--- src/rtl/regfile_mp_pkg.sv ---
// Shared definitions for the multi-port register file: legacy register-file
// constants and the INIT/RUN state encoding.
package regfile_mp_pkg;

  localparam int          RegAddrWidth = 5;
  localparam int          RegDataWidth = 32;
  localparam int          RegNum       = 32;
  localparam logic [31:0] ZeroWord     = 32'h0000_0000;
  localparam logic        RstEnable    = 1'b1;
  localparam logic        WriteEnable  = 1'b1;
  localparam logic        ReadEnable   = 1'b1;

  typedef enum logic {
    ST_INIT = 1'b0,
    ST_RUN  = 1'b1
  } state_e;

endpackage

--- src/rtl/regfile_mp_scoreboard.sv ---
// Per-register pending-write scoreboard: one bit per register, set on issue,
// cleared on write-back, with NREAD lookup ports.
module regfile_scoreboard
  import regfile_mp_pkg::*;
#(
  parameter int ADDR_W   = RegAddrWidth,
  parameter int NREAD    = 2,
  parameter int NWRITE   = 2,
  parameter int ZERO_REG = 1
) (
  input  logic                     clk,
  input  logic                     rst,
  input  logic                     run,
  input  logic [NWRITE-1:0]        clr_en,
  input  logic [NWRITE*ADDR_W-1:0] clr_addr,
  input  logic                     set_en,
  input  logic [ADDR_W-1:0]        set_addr,
  input  logic [NREAD*ADDR_W-1:0]  look_addr,
  output logic [NREAD-1:0]         busy
);

  localparam int DEPTH = 2 ** ADDR_W;

  logic [DEPTH-1:0] pend_q, pend_d;

  // Clears are applied before the set so a new producer issued in the same
  // cycle as a write-back of the old one stays pending.
  always_comb begin
    pend_d = pend_q;
    if (rst == RstEnable) begin
      pend_d = '0;
    end else if (run) begin
      for (int k = 0; k < NWRITE; k++) begin
        if (clr_en[k]) pend_d[clr_addr[k*ADDR_W +: ADDR_W]] = 1'b0;
      end
      if (set_en && !(ZERO_REG != 0 && set_addr == '0)) pend_d[set_addr] = 1'b1;
    end
  end

  always_ff @(posedge clk) begin
    pend_q <= pend_d;
  end

  always_comb begin
    busy = '0;
    for (int k = 0; k < NREAD; k++) begin
      busy[k] = pend_q[look_addr[k*ADDR_W +: ADDR_W]];
    end
  end

endmodule

--- src/rtl/regfile_mp.sv ---
// Multi-port register file with write-to-read bypass, pending-write scoreboard
// and a post-reset clear sweep so the array itself needs no reset.
module regfile_mp
  import regfile_mp_pkg::*;
#(
  parameter int DATA_W   = RegDataWidth,
  parameter int ADDR_W   = RegAddrWidth,
  parameter int NREAD    = 2,
  parameter int NWRITE   = 2,
  parameter int BYPASS   = 1,
  parameter int ZERO_REG = 1
) (
  input  logic                     clk,
  input  logic                     rst,
  output logic                     ready,
  input  logic [NWRITE-1:0]        we,
  input  logic [NWRITE*ADDR_W-1:0] waddr,
  input  logic [NWRITE*DATA_W-1:0] wdata,
  input  logic [NREAD-1:0]         re,
  input  logic [NREAD*ADDR_W-1:0]  raddr,
  output logic [NREAD*DATA_W-1:0]  rdata,
  output logic [NREAD-1:0]         rbusy,
  input  logic                     sb_set,
  input  logic [ADDR_W-1:0]        sb_addr
);

  localparam int DEPTH = 2 ** ADDR_W;

  state_e            state_q, state_d;
  logic [ADDR_W-1:0] cnt_q, cnt_d;
  logic [DATA_W-1:0] regs_mem [DEPTH];
  logic              run;
  logic              in_rst;
  logic [NWRITE-1:0] wr_ok;
  logic [NREAD-1:0]  byp;
  logic [NREAD-1:0]  sb_busy;

  assign in_rst = (rst == RstEnable);
  assign run    = (state_q == ST_RUN);
  assign ready  = run;

  always_comb begin
    state_d = state_q;
    cnt_d   = cnt_q;
    if (in_rst) begin
      state_d = ST_INIT;
      cnt_d   = '0;
    end else if (state_q == ST_INIT) begin
      cnt_d = cnt_q + 1'b1;
      if (cnt_q == ADDR_W'(DEPTH - 1)) state_d = ST_RUN;
    end
  end

  always_ff @(posedge clk) begin
    state_q <= state_d;
    cnt_q   <= cnt_d;
  end

  // A write is only real in RUN and outside reset; writes to a hard-wired r0
  // are dropped here so neither the array nor the bypass ever sees them.
  always_comb begin
    wr_ok = '0;
    for (int k = 0; k < NWRITE; k++) begin
      wr_ok[k] = run && !in_rst && (we[k] == WriteEnable) &&
                 !(ZERO_REG != 0 && waddr[k*ADDR_W +: ADDR_W] == '0);
    end
  end

  // Later ports are written last, so the highest-numbered port wins a collision.
  always_ff @(posedge clk) begin
    if (!run) begin
      regs_mem[cnt_q] <= DATA_W'(ZeroWord);
    end else begin
      for (int k = 0; k < NWRITE; k++) begin
        if (wr_ok[k]) regs_mem[waddr[k*ADDR_W +: ADDR_W]] <= wdata[k*DATA_W +: DATA_W];
      end
    end
  end

  always_comb begin
    logic [ADDR_W-1:0] ra;
    logic [DATA_W-1:0] val;
    ra    = '0;
    val   = '0;
    rdata = '0;
    byp   = '0;
    for (int k = 0; k < NREAD; k++) begin
      ra  = raddr[k*ADDR_W +: ADDR_W];
      val = regs_mem[ra];
      if (BYPASS != 0) begin
        for (int j = 0; j < NWRITE; j++) begin
          if (wr_ok[j] && waddr[j*ADDR_W +: ADDR_W] == ra) begin
            byp[k] = 1'b1;
            val    = wdata[j*DATA_W +: DATA_W];
          end
        end
      end
      if (re[k] != ReadEnable || in_rst || !run || (ZERO_REG != 0 && ra == '0)) begin
        val = DATA_W'(ZeroWord);
      end
      rdata[k*DATA_W +: DATA_W] = val;
    end
  end

  regfile_scoreboard #(
    .ADDR_W  (ADDR_W),
    .NREAD   (NREAD),
    .NWRITE  (NWRITE),
    .ZERO_REG(ZERO_REG)
  ) u_sb (
    .clk      (clk),
    .rst      (in_rst),
    .run      (run),
    .clr_en   (wr_ok),
    .clr_addr (waddr),
    .set_en   (sb_set),
    .set_addr (sb_addr),
    .look_addr(raddr),
    .busy     (sb_busy)
  );

  always_comb begin
    rbusy = '0;
    for (int k = 0; k < NREAD; k++) begin
      rbusy[k] = sb_busy[k] && (re[k] == ReadEnable) && run && !in_rst && !byp[k];
    end
  end

endmodule

--- config.mk ---
export PLATFORM = sky130hd
export DESIGN_NAME = regfile_mp
export DESIGN_NICKNAME = d
export VERILOG_FILES = /design/src/rtl/regfile_mp_pkg.sv /design/src/rtl/regfile_mp_scoreboard.sv /design/src/rtl/regfile_mp.sv
export SDC_FILE = /design/constraint.sdc
export NUM_CORES = 2
export LEC_CHECK = 0
export BUFFER_PORTS_ARGS = -buffer_cell sky130_fd_sc_hd__buf_4
export CAP_MARGIN = 20
export CORE_MARGIN = 5
export CORE_UTILIZATION = 30
export DETAILED_ROUTE_END_ITERATION = 7
export MAX_ROUTING_LAYER = met4
export PLACE_DENSITY = 0.52
export SYNTH_ARGS = -nofsm -noshare
export SYNTH_HDL_FRONTEND = slang
export SYNTH_HIERARCHICAL = 1
export SYNTH_SLANG_ARGS = --single-unit
--- constraint.sdc ---
create_clock -name clk -period 4.8 [get_ports clk]
set_input_delay 0.24 -clock clk [delete_from_list [all_inputs] [get_ports clk]]
set_output_delay 0.24 -clock clk [all_outputs]
set_load 0.05 [all_outputs]
**Word-level counts from Yosys, hierarchy flattened**

Memory sizes are Yosys's and may differ from the RTL's.
Cells that the tools add are included.

- Flip-flop bits (word level): 38
- Memory bits (writable): 1024
- Output and inout port bits: 67
- Logic and storage cells: 104
- Memories kept: 1

- $add $sub $neg: 1
- Order comparisons: 8
- Equality and inequality tests: 5
- Multiplexer cells: 39
- Bitwise operators: 7
- Reductions and logical operators: 40

Memory list:

| memory | words | bits a word | read ports | clocked after Yosys merged registers in | write ports | RTL line | text |
|---|---|---|---|---|---|---|---|
| regs_mem | 32 | 32 | 2 | 0 | 2 | regfile_mp.sv:31 | `logic [DATA_W-1:0] regs_mem [DEPTH];` |

Operators by type and width:

| cell | count |
|---|---|
| $mux W32 | 14 |
| $and A32 B32 Y32 | 2 |
| $not A32 Y32 | 2 |
| $or A32 B32 Y32 | 1 |
| $reduce_or A32 Y1 | 1 |
| $lt A5 B6 Y1 const B | 5 |
| $logic_not A5 Y1 | 5 |
| $logic_and A1 B1 Y1 | 21 |
| $eq A5 B5 Y1 | 4 |
| $mux W1 | 19 |
| $demux W1 S5 | 3 |
| $ge A5 B1 Y1 const B | 3 |
| $bmux W1 S5 | 2 |
| $logic_not A1 Y1 | 7 |
| $logic_or A1 B1 Y1 | 6 |
| $add A5 B1 Y5 const B | 1 |
| $eq A5 B5 Y1 const B | 1 |
| $mux W5 | 1 |
| $not A1 Y1 | 2 |

**Depth between registers and ports, before layout**

- Word-level depth: 15
- Mapped depth: 13

**Cells and area by module**

The synthesis kept the hierarchy.

Modules (own cells, without submodules):

| module | instances | cells an instance | area each (um^2) |
|---|---|---|---|
| regfile_mp | 1 | 5460 | 59668.5 |
| regfile_scoreboard | 1 | 295 | 2249.7 |

**Worst setup path before layout**

Ideal clock, no wire load.

- Path kind: reg2reg
- Start: register state_q, in the netlist ready
- End: memory regs_mem[18][0] in the netlist's numbering, enable pin
- Setup time: 0.433 ns
- Arrival: 3.630 ns
- Required time: 4.367 ns
- Slack: 0.737 ns
- Cell stages (with the launch flop): 12
- Buffers on the path: 4
- Clock period less this slack: 4.063 ns
- Cell sequence: dfxtp_1 -> buf_2 -> and3b_1 -> buf_2 -> o21ai_4 -> inv_2 -> buf_6 -> buf_6 -> or3_1 -> o31ai_2 -> nand2_1 -> o22ai_1

RTL lines:

| element | RTL line | text |
|---|---|---|
| from (decl) | regfile_mp.sv:29 | `state_e state_q, state_d;` |
| from (signal assigned) | regfile_mp.sv:55 | `state_q <= state_d;` |
| to (decl) | regfile_mp.sv:31 |  |

**Worst setup path after layout**

- Start: register state_q, in the netlist ready
- End: output port rdata[3]

- Elaborated cells on any way between the ends: 13
- Classes of those cells: mux: 3; reduce/logical: 10

RTL lines:

| element | RTL line | text |
|---|---|---|
| $logic_and A1 B1 Y1 (3 in series) | regfile_mp.sv:64 | `wr_ok[k] = run && !in_rst && (we[k] == WriteEnable) &&` |
| via wr_ok[1] | regfile_mp.sv:34 | `logic [NWRITE-1:0] wr_ok;` |
| $logic_and A1 B1 Y1 | regfile_mp.sv:92 | `if (wr_ok[j] && waddr[j*ADDR_W +: ADDR_W] == ra) begin` |
| $mux W32 | regfile_mp.sv:92 |  |
| $mux W32 | regfile_mp.sv:98 | `if (re[k] != ReadEnable \|\| in_rst \|\| !run \|\| (ZERO_REG != 0 && ra == '0)) begin` |
| to (decl) | regfile_mp.sv:21 | `output logic [NREAD*DATA_W-1:0] rdata,` |

The timed path passes the listed nets, and every way through them passes these cells.

==> impl_metrics.tcl <==
set metrics [dict create \
    cts.sinks 1062 \
    syn-instance-count 5755 \
    critical_path_class "register to output pin" \
    io_buffers 162 \
    grt_pass1_vias 46600 \
    hp-class "input pin to register" \
    die_y_um 464 \
    synth_edf_count 1024 \
    reg2reg_depth 7 \
    final_util_pct 34.4 \
    yosys-top-cells-count "1128 x nand2_1, 1024 x edfxtp_1, 995 x o21ai_0, 558 x mux2i_1, 520 x clkbuf_1" \
    antenna_found_initial 7 \
    hold_path_depth 3 \
    path_buf_inv 3 \
    worstSetupStartpointType "register" \
    status "completed" \
    dieArea_sq_um 216000 \
    drtIter0Drc 6217 \
    place.gp.congestion 0.872 \
    p_sw_w 0.00521 \
    finClkSkew_ns 0.0283 \
    viasPerCell 5.88 \
    p_leak_nw 22.1 \
    slew_viol_final 0 \
    vias 48900 \
    rows 166 \
    switching_share_pct 24.6 \
    yosysMostFrequentCell "nand2_1" \
    grt-ovfl-total 0 \
    dieWidth_um 464 \
    synth_cell_types 53 \
    area_growth_pct 13.7 \
    postSynth.asyncResetShare_pct 0 \
    r2r_end "regs_mem[12][30]" \
    worst_ep_arrival_time_ns 4.36 \
    yosys-top-cells-area "edfxtp_1 50%, mux2i_1 9.0%, mux4_2 9.0%" \
    post-place-ws_ns 0.801 \
    cpMaxStageDelayCell "dfxtp_1" \
    cts_made_buffers 114 \
    wl_um 254000 \
    p_int_w 0.0159 \
    drtPass1Iterations 6 \
    drc 0 \
    root_buffer "clkbuf_16" \
    pwr-share-seq_pct 48.1 \
    min_to "regs_mem[31][16]" \
    final.period_utilization_pct 95.9 \
    rrSetupSlack_ns 0.83 \
    dp.cells 8088 \
    synth_seq_cells 1062 \
    slew_headroom_pct 23.8 \
    min_from "wdata[16]" \
    avgSynthCellArea_sq_um 10.8 \
    synth_top_area_share_pct 49.7 \
    path_max_fanout 36 \
    grt_pass1_wl_um 356000 \
    tightest_slew_ns 1.14 \
    crit_path_end_kind "output pin" \
    syn_nets 5853 \
    grt_max_degree 78 \
    setup_viol 0 \
    setup_slack_ns 0.195 \
    worstReg2RegStart "ready" \
    fp.coreArea_sq_um 205000 \
    cap_violations 0 \
    power_density_nw_per_um2 300 \
    timing.final.crit_period_ns 4.60 \
    cp_cell_sequence "buf_4, nand3b_1, a21oi_1, nand4_1, nand3b_1, buf_6, a41oi_1, a221o_1, buf_4" \
    antenna_left 0 \
    gr-usage-all-layers_pct 23.3 \
    synth_area_sq_um 61900 \
    clk_path_buf_depth 3 \
    power_frac_clock_pct 43.4 \
    cts_tree "done" \
    drive_gt1_share_pct 15.1 \
    hpwlAfterDp_um 155000 \
    fin_nets 5624 \
    ir_drop_mv 0.351 \
    timing.fmax_ghz 0.217 \
    cts_setup_buffers 0 \
    worstPathRequired_ns 4.56 \
    yosysTopAreaCell "edfxtp_1" \
    htreeDepth 3 \
    wl_per_cell_um 30.6 \
    yosysWarnings 6 \
    fin_setup_tns_ns 0 \
    synth_ff_type "edfxtp_1" \
    clkLatencyLatePin_ns 0.76 \
    comb_power_share_pct 8.4 \
    crit_family "compound AO/OA/AOI/OAI gates" \
    instances_no_fill 8312 \
    max_stage_delay_ns 0.54 \
    io_pins 163 \
    start_util_pct 30.2 \
    whs_ns 0.0425 \
    hold_violations 0 \
    synth.yosys.seq_area_share_pct 50.9 \
    rsz0062_at_grt "no" \
    clk_pin_slew_worst_paths_ns 0.06 \
]
-- metal layers --
| metal | up-vias | routed length [um] | GRT usage, % |
|---|---|---|---|
| met5 | - | 0 | - |
| met4 | 0 | 16000 | 12.7 |
| met3 | 572 | 20100 | 2.91 |
| met2 | 2575 | 118000 | 36.9 |
| met1 | 24500 | 99500 | 29.1 |
| li1 | 21200 | - | - |
-- placed cells by master (no fill, tap or decap), types with 8 or more instances in the layout --
master,count
nor2b_4,9
mux2i_1,558
nor3_1,39
a221o_1,64
clkbuf_1,23
nor2b_1,49
xor2_1,15
clkinv_1,22
clkinv_2,24
edfxtp_1,1024
inv_1,32
nand2_1,1128
a22oi_1,291
o22ai_4,31
buf_16,10
nor2_4,38
nor2_1,54
buf_4,282
mux4_2,248
dfxtp_1,38
or3b_1,9
a31oi_1,94
buf_12,43
clkbuf_16,118
o21ai_0,995
nand3b_1,19
a21oi_1,45
nand3_1,89
a22o_1,64
a41oi_1,33
bufinv_16,14
o22ai_1,33
nand4_1,8
-- power by group through the flow --
stage                     Combinational, W  Sequential (W)  Clock, W
after detailed placement           0.00175          0.0104         0
final                              0.00178          0.0102   0.00918
after CTS                          0.00175          0.0102   0.00926
after global placement             0.00174          0.0104         0
after floorplan                    0.00103          0.0104         0
after global routing               0.00183          0.0102   0.00959
-- cell families (layout without fill, tap and decap cells) --
kind of cell	count (synthesis)	count (layout)	synth area share, %
compound gates	1661	1661	16.1
xor+xnor	22	22	0.311
fa+ha+maj	2	2	0.0404
buf+inv	723	585	4.69
flops	1062	1062	50.9
mux	806	806	18.0
other cells	0	7	0
simple gates	1479	1479	9.92
-- metrics by stage --
stage	power (W)	cell area, sq um
after CTS	0.0212	70200
after floorplan	0.0114	61900
after detailed placement	0.0121	66400
after global placement	0.0121	66300
final	0.0211	70400
after global routing	0.0216	70400
-- state kept, by name, summed over array words and instances, names as in the netlist --
name,flops
cnt_q,5
ready,1
u_sb/pend_q,32
regs_mem,1024
-- worst register-to-register path, delay by kind of cell (launching register included) --
kind	cells	cell delay, ns
and+or+nand+nor	4	2.30
DFF	1	0.54
buffers and inverters	2	0.74
AOI/OAI and AO/OA	1	0.14
-- repair_timing --
item                       CTS  global route
hold endpoints to repair    37             0
resized for setup            0             2
hold buffers                 4             0
setup endpoints to repair    0            14
-- layout make-up --
class | instances | area [sq um]
Clock buffer | 141 | 3040
Timing Repair Buffer | 345 | 3380
Multi-Input combinational cell | 3970 | 28300
Tap cell | 2688 | 3360
Sequential cell | 1062 | 31500
Clock inverter | 66 | 706
Fill cell | 20000 | 135000
Antenna cell | 7 | 17.5
Inverter | 33 | 124
-- how the worst max path moves through the flow --
stage	from	to	cells after the start
after floorplan	ready	regs_mem[18][0]	11
after global placement	ready	regs_mem[12][17]	7
after detailed placement	ready	regs_mem[12][25]	7
after CTS	ready	rdata[29]	9
after global routing	ready	rdata[3]	7
final	ready	rdata[3]	9
No activity file was read; power rests on OpenSTA's default activity.
